### config.mk
export PLATFORM = sky130hd
export DESIGN_NAME = pwm_ramp_duty_gen
export DESIGN_NICKNAME = d
export VERILOG_FILES = /design/src/rtl/pwm_ramp_duty_gen.sv
export SDC_FILE = /design/constraint.sdc
export NUM_CORES = 1
export LEC_CHECK = 0
export BUFFER_PORTS_ARGS = -buffer_cell sky130_fd_sc_hd__buf_2
export CORE_MARGIN = 4
export CORE_UTILIZATION = 34
export CTS_CLUSTER_SIZE = 24
export DETAILED_ROUTE_END_ITERATION = 10
export PLACE_DENSITY_LB_ADDON = 0.3
export SYNTH_ARGS = -nofsm -noshare
export SYNTH_HDL_FRONTEND = slang
export SYNTH_SLANG_ARGS = --single-unit
export TNS_END_PERCENT = 10
### constraint.sdc
create_clock -name clk -period 1.9 [get_ports clk]
set_input_delay 0.19 -clock clk [delete_from_list [all_inputs] [get_ports clk]]
set_output_delay 0.19 -clock clk [all_outputs]
set_load 0.01 [all_outputs]
### src/rtl/pwm_ramp_duty_gen.sv
`default_nettype none
// ============================================================================
// Module   : pwm_ramp_duty_gen
// Brief    : Operand generator for a PWM comparator. Produces a prescaled
//            free-running ramp and a button-driven saturating duty value.
//            A new duty is applied only at ramp wrap, so the PWM period that
//            is in progress never sees a mid-period change.
// Revision : 1.0 - initial release
// ============================================================================
module pwm_ramp_duty_gen #(
  parameter int WIDTH     = 4,
  parameter int PRESCALE  = 8,
  parameter int DUTY_INIT = 8,
  parameter int STEP      = 1
) (
  input  logic             clk,
  input  logic             rst,
  input  logic             en,
  input  logic             btn_up,
  input  logic             btn_down,
  output logic [WIDTH-1:0] ramp,
  output logic [WIDTH-1:0] duty,
  output logic [WIDTH-1:0] duty_pending,
  output logic             period_start,
  output logic             sat_hi,
  output logic             sat_lo
);

  // Prescaler is wide enough for any PRESCALE up to 65535.
  localparam int               PS_W        = 16;
  localparam logic [PS_W-1:0]  PS_LAST     = PS_W'(PRESCALE - 1);
  localparam logic [WIDTH-1:0] MAX_VAL     = {WIDTH{1'b1}};
  localparam logic [WIDTH-1:0] INIT_VAL    = WIDTH'(DUTY_INIT);
  localparam logic [WIDTH:0]   STEP_EXT    = (WIDTH+1)'(STEP);
  localparam logic [WIDTH:0]   MAX_EXT     = {1'b0, MAX_VAL};
  localparam logic             SAT_HI_INIT = (INIT_VAL == MAX_VAL);
  localparam logic             SAT_LO_INIT = (INIT_VAL == '0);

  // Button synchronizers and edge-detect history.
  logic up_s1_q, up_s2_q, up_prev_q;
  logic dn_s1_q, dn_s2_q, dn_prev_q;
  logic up_p, down_p;

  // Ramp, prescaler and duty state.
  logic [PS_W-1:0]  presc_q, presc_d;
  logic [WIDTH-1:0] ramp_q, ramp_d;
  logic [WIDTH-1:0] duty_q, duty_d;
  logic [WIDTH-1:0] dp_q, dp_d;
  logic             ps_q, ps_d;
  logic             sat_hi_q, sat_hi_d;
  logic             sat_lo_q, sat_lo_d;
  logic [WIDTH:0]   sum_ext, diff_ext;
  logic             tick, wrap;

  // Two-flop synchronizers followed by one history flop per button.
  always_ff @(posedge clk or posedge rst) begin
    if (rst) begin
      up_s1_q   <= 1'b0;
      up_s2_q   <= 1'b0;
      up_prev_q <= 1'b0;
      dn_s1_q   <= 1'b0;
      dn_s2_q   <= 1'b0;
      dn_prev_q <= 1'b0;
    end else begin
      up_s1_q   <= btn_up;
      up_s2_q   <= up_s1_q;
      up_prev_q <= up_s2_q;
      dn_s1_q   <= btn_down;
      dn_s2_q   <= dn_s1_q;
      dn_prev_q <= dn_s2_q;
    end
  end

  // Single-cycle press pulses; a held button yields only one pulse.
  assign up_p   = up_s2_q & ~up_prev_q;
  assign down_p = dn_s2_q & ~dn_prev_q;

  // Pending duty: one extra bit of headroom so the clamp can see overflow
  // and underflow instead of wrapping.
  always_comb begin
    sum_ext  = {1'b0, dp_q} + STEP_EXT;
    diff_ext = {1'b0, dp_q} - STEP_EXT;
    dp_d     = dp_q;
    if (up_p && !down_p) begin
      dp_d = (sum_ext > MAX_EXT) ? MAX_VAL : sum_ext[WIDTH-1:0];
    end else if (down_p && !up_p) begin
      dp_d = diff_ext[WIDTH] ? '0 : diff_ext[WIDTH-1:0];
    end
    sat_hi_d = (dp_d == MAX_VAL);
    sat_lo_d = (dp_d == '0);
  end

  // Prescaler, ramp and wrap-time duty transfer.
  always_comb begin
    tick    = en && (presc_q == PS_LAST);
    wrap    = tick && (ramp_q == MAX_VAL);
    presc_d = presc_q;
    ramp_d  = ramp_q;
    if (en) begin
      presc_d = tick ? '0 : presc_q + PS_W'(1);
    end
    if (tick) begin
      ramp_d = ramp_q + WIDTH'(1);
    end
    // dp_q (not dp_d) so an update landing on the wrap edge waits a period.
    duty_d = wrap ? dp_q : duty_q;
    ps_d   = wrap;
  end

  // Main state register; reset discards any in-flight duty change.
  always_ff @(posedge clk or posedge rst) begin
    if (rst) begin
      presc_q  <= '0;
      ramp_q   <= '0;
      duty_q   <= INIT_VAL;
      dp_q     <= INIT_VAL;
      ps_q     <= 1'b0;
      sat_hi_q <= SAT_HI_INIT;
      sat_lo_q <= SAT_LO_INIT;
    end else begin
      presc_q  <= presc_d;
      ramp_q   <= ramp_d;
      duty_q   <= duty_d;
      dp_q     <= dp_d;
      ps_q     <= ps_d;
      sat_hi_q <= sat_hi_d;
      sat_lo_q <= sat_lo_d;
    end
  end

  assign ramp         = ramp_q;
  assign duty         = duty_q;
  assign duty_pending = dp_q;
  assign period_start = ps_q;
  assign sat_hi       = sat_hi_q;
  assign sat_lo       = sat_lo_q;

endmodule
`default_nettype wire

==> qor.yml, run 1 <==
status: "completed"
hold_ws_ns: 0.000927
end_kind: "flip-flop"
dr.pass1.iters: 5
grt_pass1_wl_um: 5280
routed_wl_um: 3120
crit_start: "presc_q[3]"
syn_to_final_growth_pct: 21.4
drc_errors: 0
pre_cts_slack_ns: 0.0648
fin_cells: 243
ant_nets: 0
final.min_clock_period_ns: 1.81
yosysTopAreaCell: "dfrtp_1"
p_leak_nw: 0.994
post-route-period-util_pct: 95.5
async_flop_share_pct: 100
num_rows: 25
worst_slew_pin_slew_ns: 0.456
syn_nets: 150
gp_congestion: 0.774
vias: 1175
track_usage_pct: 11.1
dp_cells: 233
synth_cells: 140
worstReg2RegStart: "presc_q[3]"
power_density_nw_per_um2: 1160
setup_tns_ns: 0
port_buffers: 19
cp-start-kind: "flip-flop"
yosysMostFrequentCell: "dfrtp_1"
rsz0062_at_grt: "yes"
final_util_pct: 42.8
cts_buffers: 5
wl_per_cell_um: 12.8
synth_edf_count: 0
grt_pass1_vias: 1190
clock-root-buffer: "clkbuf_8"
setup_viol: 0
crit_fanout: 8
yosys.area.top_type_share_pct: 52.6
ys_ff_latch: 37
fp.coreArea_um2: 4720
cts_sinks: 37
viasPerCell: 4.84
seq_area_frac_synth_pct: 55.7
post-cts-setup-buffers: 0
cts.clk_slew.worst_paths_ns: 0.07
avgSynthCellArea_um2: 11.9
fin_skew_ns: 0.00342
slew_headroom_pct: 69.6
die_x_um: 78.0
die_h_um: 78.0
overflow: 0
clock.fmax_mhz: 551
finalMaxSlewViolations: 0
min_path_type: "input pin to async pin"
synth.distinct_cells: 32
worst_path_max_delay_cell: "or4_4"
cp.required_ns: 2.07
yosysWarnings: 0
cts_tree: "done"
cts.path.max_buffers: 2
cts_htree_levels: 2
grt_max_degree: 38
worstPathArrival_ns: 1.98
ir_drop_mv: 0.419
crit_type: "flip-flop to flip-flop"
critPathMaxStageDelay_ns: 0.56
die_area_um2: 6090
hold_viol: 0
start_util_pct: 35.3
synth_top_flop_cell: "dfrtp_1"
finalWorstSetupSlack_ns: 0.0852
nets: 185
crit_chain: "or4_4, nor4_4, buf_6, nand4_4, mux2_2"
dr.first_iter.drc_count: 91
clkLatencyLatePin_ns: 0.28
synthTopCellsByArea: "dfrtp_1, xnor2_1, ha_1, xor2_1, mux2_2"
synth_area_um2: 1670
drive_gt1_share_pct: 26.7
maxCapViolations: 0
grt_antenna_before_repair: 0
n_antenna_cell: 0
dp_hpwl_um: 2260
synth_commonest_cells: "dfrtp_1, xnor2_1, nand2_1, nor2_1, xor2_1"
io_pins: 20
final cells by class:
cell class                      instances  area (um2)
Timing Repair Buffer                   30         186
Inverter                                5        18.8
Fill cell                             433        2700
Multi-Input combinational cell         96         723
Sequential cell                        37         928
Clock inverter                          2        10.0
Clock buffer                            6        72.6
Tap cell                               67        83.8
cells by family after synthesis:
group	Yosys count	share of synthesized area, %
AND/OR/NAND/NOR	53	19.1
flip-flops	37	55.7
XOR/XNOR	18	9.46
AO/OA/AOI/OAI	11	4.58
multiplexers	9	5.78
buffers and inverters	7	1.58
adder cells (fa/ha/maj)	5	3.75
layer usage:
layer / up-vias / share of wire [%] / track usage [%] / wire length, um
met1: 582 / 42 / 12.0 / 1310
met2: 24 / 51 / 19.2 / 1610
met3: 4 / 4.6 / 3.78 / 145
li1: 565 / - / - / -
met5: - / 0 / 0 / 0
met4: 0 / 1.9 / 5.59 / 58
what timing repair did:
item | CTS | global route
endpoints found under the setup margin | 0 | 5
endpoints found under the hold margin | 2 | 0
hold buffers | 2 | 0
resized for setup | 0 | 3
sequential cells by signal, indices dropped and copies added, names as in the netlist:
| register | flops |
|---|---|
| presc_q | 16 |
| duty | 4 |
| duty_pending | 4 |
| ramp | 4 |
| dn_prev_q | 1 |
| dn_s1_q | 1 |
| dn_s2_q | 1 |
| period_start | 1 |
| sat_hi | 1 |
| sat_lo | 1 |
| up_prev_q | 1 |
| up_s1_q | 1 |
| up_s2_q | 1 |
where the power goes:
group	switching (mW)	internal, mW
clock network	0.257	0.254
logic	0.381	0.329
registers	0.180	0.938
metrics by stage:
stage | instance area [um2] | power (mW)
2_1_floorplan | 1670 | 1.56
3_3_place_gp | 1910 | 1.79
3_5_place_dp | 1910 | 1.83
4_1_cts | 2010 | 2.36
5_1_grt | 2020 | 2.50
6_report | 2020 | 2.34
worst paths after layout:
path | depth (start not counted) | slack, ns | to
setup / recovery | 5 | 0.09 | duty[2]
hold / removal | 3 | 0.0009 | dn_s2_q
setup reg to reg | 5 | 0.09 | duty[2]
hold reg to reg | 0 | 0.35 | up_s2_q
max in group asynchronous | 3 | 1.55 | duty_pending[3]
min in group clk | 2 | 0.19 | presc_q[0]
worst max-delay path, delay by kind of cell, from the launching register on:
family	cells	cell delay, ns
AND/OR/NAND/NOR	3	0.84
flip-flops	1	0.39
multiplexers	1	0.31
buffers and inverters	1	0.17
layout by cell type, fill, tap and decap left out, types with 5 or more instances in the layout:
cell type | netlist | layout
and3_1 | 5 | 5
buf_2 | 0 | 19
buf_4 | 0 | 8
clkbuf_8 | 0 | 5
dfrtp_1 | 35 | 35
ha_1 | 5 | 5
inv_1 | 5 | 5
mux2_2 | 5 | 5
nand2_1 | 9 | 9
nand3_1 | 5 | 5
nand4_1 | 5 | 5
nor2_1 | 9 | 9
xnor2_1 | 11 | 11
xor2_1 | 7 | 7
Power figures use the tool's default switching activity.
==> run 2, diff against run 1 <==
--- a/config.mk
+++ b/config.mk
@@ -10,7 +10,7 @@
 export CORE_UTILIZATION = 34
 export CTS_CLUSTER_SIZE = 24
 export DETAILED_ROUTE_END_ITERATION = 10
-export PLACE_DENSITY_LB_ADDON = 0.3
+export PLACE_DENSITY_LB_ADDON = 0.08
 export SYNTH_ARGS = -nofsm -noshare
 export SYNTH_HDL_FRONTEND = slang
 export SYNTH_SLANG_ARGS = --single-unit
==> run 2 against run 1 <==
Effect of this change:
- the flow now finishes with violations (negative setup slack)
- maximum frequency decreased by 5.6%
- clock power about the same
- worst setup slack got worse by 0.11 ns
- highest routed layer unchanged
==> qor.yml, run 2 (synthesized netlist as in run 1, its figures left out) <==
status: "finished with violations"  # was completed
violations: "negative setup slack"
rsz0062_at_grt: "yes"  # unchanged
post-route-period-util_pct: 101  # was 95.5%
cts_htree_levels: 2  # unchanged
worst_slew_pin_slew_ns: 0.467  # was 0.456 ns
pre_cts_slack_ns: 0.0376  # was 0.0648 ns
die_x_um: 78.0  # unchanged
dp_hpwl_um: 2280  # was 2260 um
syn_to_final_growth_pct: 23.7  # was 21.4%
finalWorstSetupSlack_ns: -0.0223  # was 0.0852 ns
grt_pass1_wl_um: 5620  # was 5280 um
setup_tns_ns: -0.0567  # was 0 ns
grt_max_degree: 38  # unchanged
clock.fmax_mhz: 520  # was 551 MHz
rr_endpoint: "duty[1]"  # was duty[2]
cp-start-kind: "flip-flop"  # unchanged
cp.required_ns: 2.07  # about the same
grt_antenna_before_repair: 0  # unchanged
crit_type: "flip-flop to flip-flop"  # unchanged
die_h_um: 78.0  # unchanged
viasPerCell: 4.70  # was 4.84
drive_gt1_share_pct: 29.7  # was 26.7%
crit_chain: "or4_4, nor4_4, buf_4, nand4_4, mux2_2"  # was or4_4, nor4_4, buf_6, nand4_4, mux2_2
maxCapViolations: 0  # unchanged
io_pins: 20  # unchanged
setup_viol: 3  # was 0
cts_tree: "done"  # unchanged
worst_path_max_delay_cell: "or4_4"  # unchanged
finalMaxSlewViolations: 0  # unchanged
r2r_cells: 5  # unchanged
crit_fanout: 4  # was 8
n_antenna_cell: 0  # unchanged
fin_skew_ns: 0.00328  # was 0.00342 ns
die_area_um2: 6090  # unchanged
dr.first_iter.drc_count: 133  # was 91
critPathMaxStageDelay_ns: 0.55  # was 0.56 ns
fp.coreArea_um2: 4720  # unchanged
p_leak_nw: 1.02  # was 0.994 nW
cts_sinks: 37  # unchanged
slew_headroom_pct: 68.9  # was 69.6%
gp_congestion: 0.797  # was 0.774
cts_buffers: 5  # unchanged
routed_wl_um: 3160  # was 3120 um
worstReg2RegStart: "presc_q[3]"  # unchanged
min_path_type: "input pin to async pin"  # unchanged
final_util_pct: 43.7  # was 42.8%
power_density_nw_per_um2: 1150  # was 1160 nW/um2
clock-root-buffer: "clkbuf_8"  # unchanged
drc_errors: 0  # unchanged
start_util_pct: 35.3  # unchanged
num_rows: 25  # unchanged
ant_nets: 0  # unchanged
vias: 1171  # was 1,175
r2r_setup_slack_ns: -0.02  # was 0.09 ns
worstPathArrival_ns: 2.09  # was 1.98 ns
clkLatencyLatePin_ns: 0.28  # about the same
end_kind: "flip-flop"  # unchanged
largest-register: "presc_q"  # unchanged
wl_per_cell_um: 12.7  # was 12.8 um
final_common_cell: "dfrtp_1"  # unchanged
overflow: 0  # unchanged
cts.path.max_buffers: 2  # unchanged
final.min_clock_period_ns: 1.92  # was 1.81 ns
grt_pass1_vias: 1246  # was 1,190
mostFrequentLayoutCells: "dfrtp_1, buf_2, buf_4"  # was dfrtp_1, buf_2, xnor2_1
largest_register_ffs: 16  # unchanged
port_buffers: 19  # unchanged
nets: 191  # was 185
cts.clk_slew.worst_paths_ns: 0.07  # about the same
track_usage_pct: 11.5  # was 11.1%
dr.pass1.iters: 4  # was 5
hold_viol: 0  # unchanged
ir_drop_mv: 0.622  # was 0.419 mV
[run 2: power by group]
part / switching (mW) / internal [mW]
Combinational: 0.383 / 0.346
Clock: 0.260 / 0.254
Sequential: 0.187 / 0.938
[run 2: per-stage QoR]
step	hold slack (ns)	area (um2)	total power, mW	cells
after floorplan	0.221	1670	1.56	140
after global placement	0.300	1940	1.82	238
after detailed placement	0.299	1940	1.83	238
after CTS	0.00548	2030	2.36	246
after global routing	0.00371	2060	2.55	249
final	0.0110	2060	2.37	249
[run 2: final cells by class]
cell class              instances  area, um2
clock buffers                   6       72.6
clock inverters                 2       10.0
fillers                       447       2660
inverters                       5       18.8
multi-input cells              96        723
flip-flops and latches         37        928
well taps                      67       83.8
repair buffers                 36        225
[run 2: per-layer routing]
| metal | GRT usage, % | share of wire (%) |
|---|---|---|
| met5 | 0 | 0 |
| met4 | 3.15 | 0.32 |
| met3 | 4.13 | 4.1 |
| met2 | 17.6 | 45 |
| met1 | 15.4 | 51 |
[run 2: how the worst max path moves through the flow]
stage                     cells past startpoint       to  slack [ns]        from
final                                         5  duty[1]       -0.02  presc_q[3]
after global routing                          5  duty[1]       -0.08  presc_q[3]
after CTS                                     5  duty[1]        0.03  presc_q[6]
after floorplan                               4  duty[0]        0.04  presc_q[3]
after global placement                        5  duty[0]         0.1  presc_q[6]
after detailed placement                      5  duty[1]        0.04  presc_q[6]
[run 2: worst max-delay path: cells and delay by family (launching register included)]
| kind | cells | cell delay (ns) |
|---|---|---|
| and+or+nand+nor | 3 | 0.95 |
| DFF | 1 | 0.38 |
| muxes | 1 | 0.30 |
| buffers and inverters | 1 | 0.17 |
[run 2: timing repair]
item                       CTS  global route
gates resized for setup      0             2
hold buffers                 0             1
buffers inserted             0             2
hold endpoints to repair     0             1
setup endpoints to repair    0             8
==> run 3, diff against run 2 <==
--- a/config.mk
+++ b/config.mk
@@ -11,6 +11,7 @@
 export CTS_CLUSTER_SIZE = 24
 export DETAILED_ROUTE_END_ITERATION = 10
 export PLACE_DENSITY_LB_ADDON = 0.08
+export SKIP_LAST_GASP = 1
 export SYNTH_ARGS = -nofsm -noshare
 export SYNTH_HDL_FRONTEND = slang
 export SYNTH_SLANG_ARGS = --single-unit
==> run 3 against run 2 <==
Effect of this change:
- critical path depth unchanged
- the run still ends with negative setup slack left
- clock power about the same
- largest cell class unchanged
- maximum frequency about the same
- first-iteration DRC count up 5.3%
==> qor.yml, run 3 (synthesized netlist as in run 1, its figures left out) <==
status: "finished with violations"  # unchanged
violations: "negative setup slack"  # unchanged
wl_per_cell_um: 12.6  # was 12.7 um
vias: 1187  # was 1,171
clock-root-buffer: "clkbuf_8"  # unchanged
grt_pass1_vias: 1246  # unchanged
fin_cells: 249  # unchanged
final.min_clock_period_ns: 1.92  # about the same
io_pins: 20  # unchanged
cp.depth: 5  # unchanged
n_antenna_cell: 0  # unchanged
worstReg2RegStart: "presc_q[3]"  # unchanged
cp.required_ns: 2.07  # about the same
num_rows: 25  # unchanged
fin_skew_ns: 0.00426  # was 0.00328 ns
drc_errors: 0  # unchanged
cp-start-kind: "flip-flop"  # unchanged
ant_nets: 0  # unchanged
clkLatencyLatePin_ns: 0.28  # about the same
rsz0062_at_grt: "yes"  # unchanged
r2r_cells: 5  # unchanged
dr.first_iter.drc_count: 140  # was 133
end_kind: "flip-flop"  # unchanged
die_h_um: 78.0  # unchanged
cts_sinks: 37  # unchanged
worstPathArrival_ns: 2.09  # about the same
crit_family: "simple AND/OR/NAND/NOR gates"  # unchanged
crit_chain: "or4_4, nor4_4, buf_4, nand4_4, mux2_2"  # unchanged
clock.fmax_mhz: 520  # about the same
drive_gt1_share_pct: 29.1  # was 29.7%
final_util_pct: 43.5  # was 43.7%
finalMaxSlewViolations: 0  # unchanged
hold_viol: 0  # unchanged
final_common_cell: "dfrtp_1"  # unchanged
grt_max_degree: 38  # unchanged
critPathMaxStageDelay_ns: 0.55  # about the same
worst_path_max_delay_cell: "or4_4"  # unchanged
power_density_nw_per_um2: 1150  # about the same
cts_tree: "done"  # unchanged
cts_buffers: 5  # unchanged
p_leak_nw: 1.02  # about the same
worst_slew_pin_slew_ns: 0.464  # was 0.467 ns
syn_to_final_growth_pct: 23.3  # was 23.7%
largest_register_ffs: 16  # unchanged
routed_wl_um: 3140  # was 3160 um
start_util_pct: 35.3  # unchanged
cts.path.max_buffers: 2  # unchanged
die_area_um2: 6090  # unchanged
slew_headroom_pct: 69.1  # was 68.9%
crit_type: "flip-flop to flip-flop"  # unchanged
viasPerCell: 4.77  # was 4.70
port_buffers: 19  # unchanged
track_usage_pct: 11.5  # unchanged
cts_htree_levels: 2  # unchanged
nets: 191  # unchanged
largest-register: "presc_q"  # unchanged
dp_hpwl_um: 2280  # unchanged
mostFrequentLayoutCells: "dfrtp_1, buf_2, buf_4"  # unchanged
dr.pass1.iters: 4  # unchanged
ir_drop_mv: 0.623  # was 0.622 mV
min_path_type: "input pin to async pin"  # unchanged
grt_pass1_wl_um: 5620  # unchanged
post-route-period-util_pct: 101  # about the same
worst-path-buf-inv: 1  # unchanged
setup_viol: 3  # unchanged
fp.coreArea_um2: 4720  # unchanged
dp_cells: 238  # unchanged
finalWorstSetupSlack_ns: -0.0223  # about the same
overflow: 0  # unchanged
crit_fanout: 4  # unchanged
cts.clk_slew.worst_paths_ns: 0.07  # about the same
r2r_setup_slack_ns: -0.02  # about the same
grt_antenna_before_repair: 0  # unchanged
rr_endpoint: "duty[1]"  # unchanged
maxCapViolations: 0  # unchanged
die_x_um: 78.0  # unchanged
gp_congestion: 0.797  # unchanged
==> run 3: changes by cell type in the layout (fill, tap and decap cells not counted) <==
cell | before | now
nor4_1 | 2 | 3
nor4_2 | 1 | 0
==> run 3: per-layer routing <==
layer	global-route usage, %	part of all wire (%)	routed length, um	vias to the layer above
met3	4.13	5.3	167	4
met2	17.6	44	1390	39
met4	3.15	0.54	17	0
met5	0	0	0	-
met1	15.4	50	1560	571
li1	-	-	-	573
==> run 3: cell type report <==
| cell class | count | area, um2 |
|---|---|---|
| clock buffer | 6 | 72.6 |
| clock inverter | 2 | 10.0 |
| fill | 446 | 2670 |
| inverter | 5 | 18.8 |
| multi-input combinational | 96 | 717 |
| sequential | 37 | 928 |
| tap | 67 | 83.8 |
| timing repair buffer | 36 | 225 |
==> run 3: worst max-delay path by stage <==
stage	from	end	slack [ns]
floorplan	presc_q[3]	duty[0]	0.04
global route	presc_q[3]	duty[1]	-0.08
detailed placement	presc_q[6]	duty[1]	0.04
CTS	presc_q[6]	duty[1]	0.03
finish	presc_q[3]	duty[1]	-0.02
global placement	presc_q[6]	duty[0]	0.1
==> run 3: per-stage QoR <==
stage / area, um2 / setup TNS [ns] / hold slack, ns / worst slack, ns / total power [mW]
4_1_cts: 2030 / 0 / 0.00548 / 0.0252 / 2.36
2_1_floorplan: 1670 / 0 / 0.221 / 0.0410 / 1.56
6_report: 2060 / -0.0567 / 0.0120 / -0.0223 / 2.36
3_5_place_dp: 1940 / 0 / 0.299 / 0.0376 / 1.83
5_1_grt: 2060 / -0.436 / 0.00371 / -0.0846 / 2.54
3_3_place_gp: 1940 / 0 / 0.300 / 0.0956 / 1.82
==> run 3: report_power, final <==
group	internal (mW)	switching, mW	total [mW]
registers	0.938	0.186	1.12
logic	0.344	0.378	0.722
clock network	0.254	0.261	0.515
total	1.54	0.824	2.36
==> run 3: worst min-delay path, stage by stage <==
cell and delay (ns):
buf_2 0.09, inv_1 0.04, buf_4 0.40
==> run 3: timing repair <==
item / 4_1_cts / 5_1_grt
hold endpoints to repair: 0 / 1
hold buffers: 0 / 1
setup endpoints to repair: 0 / 8
resized for setup: 0 / 1
setup buffers: 0 / 2
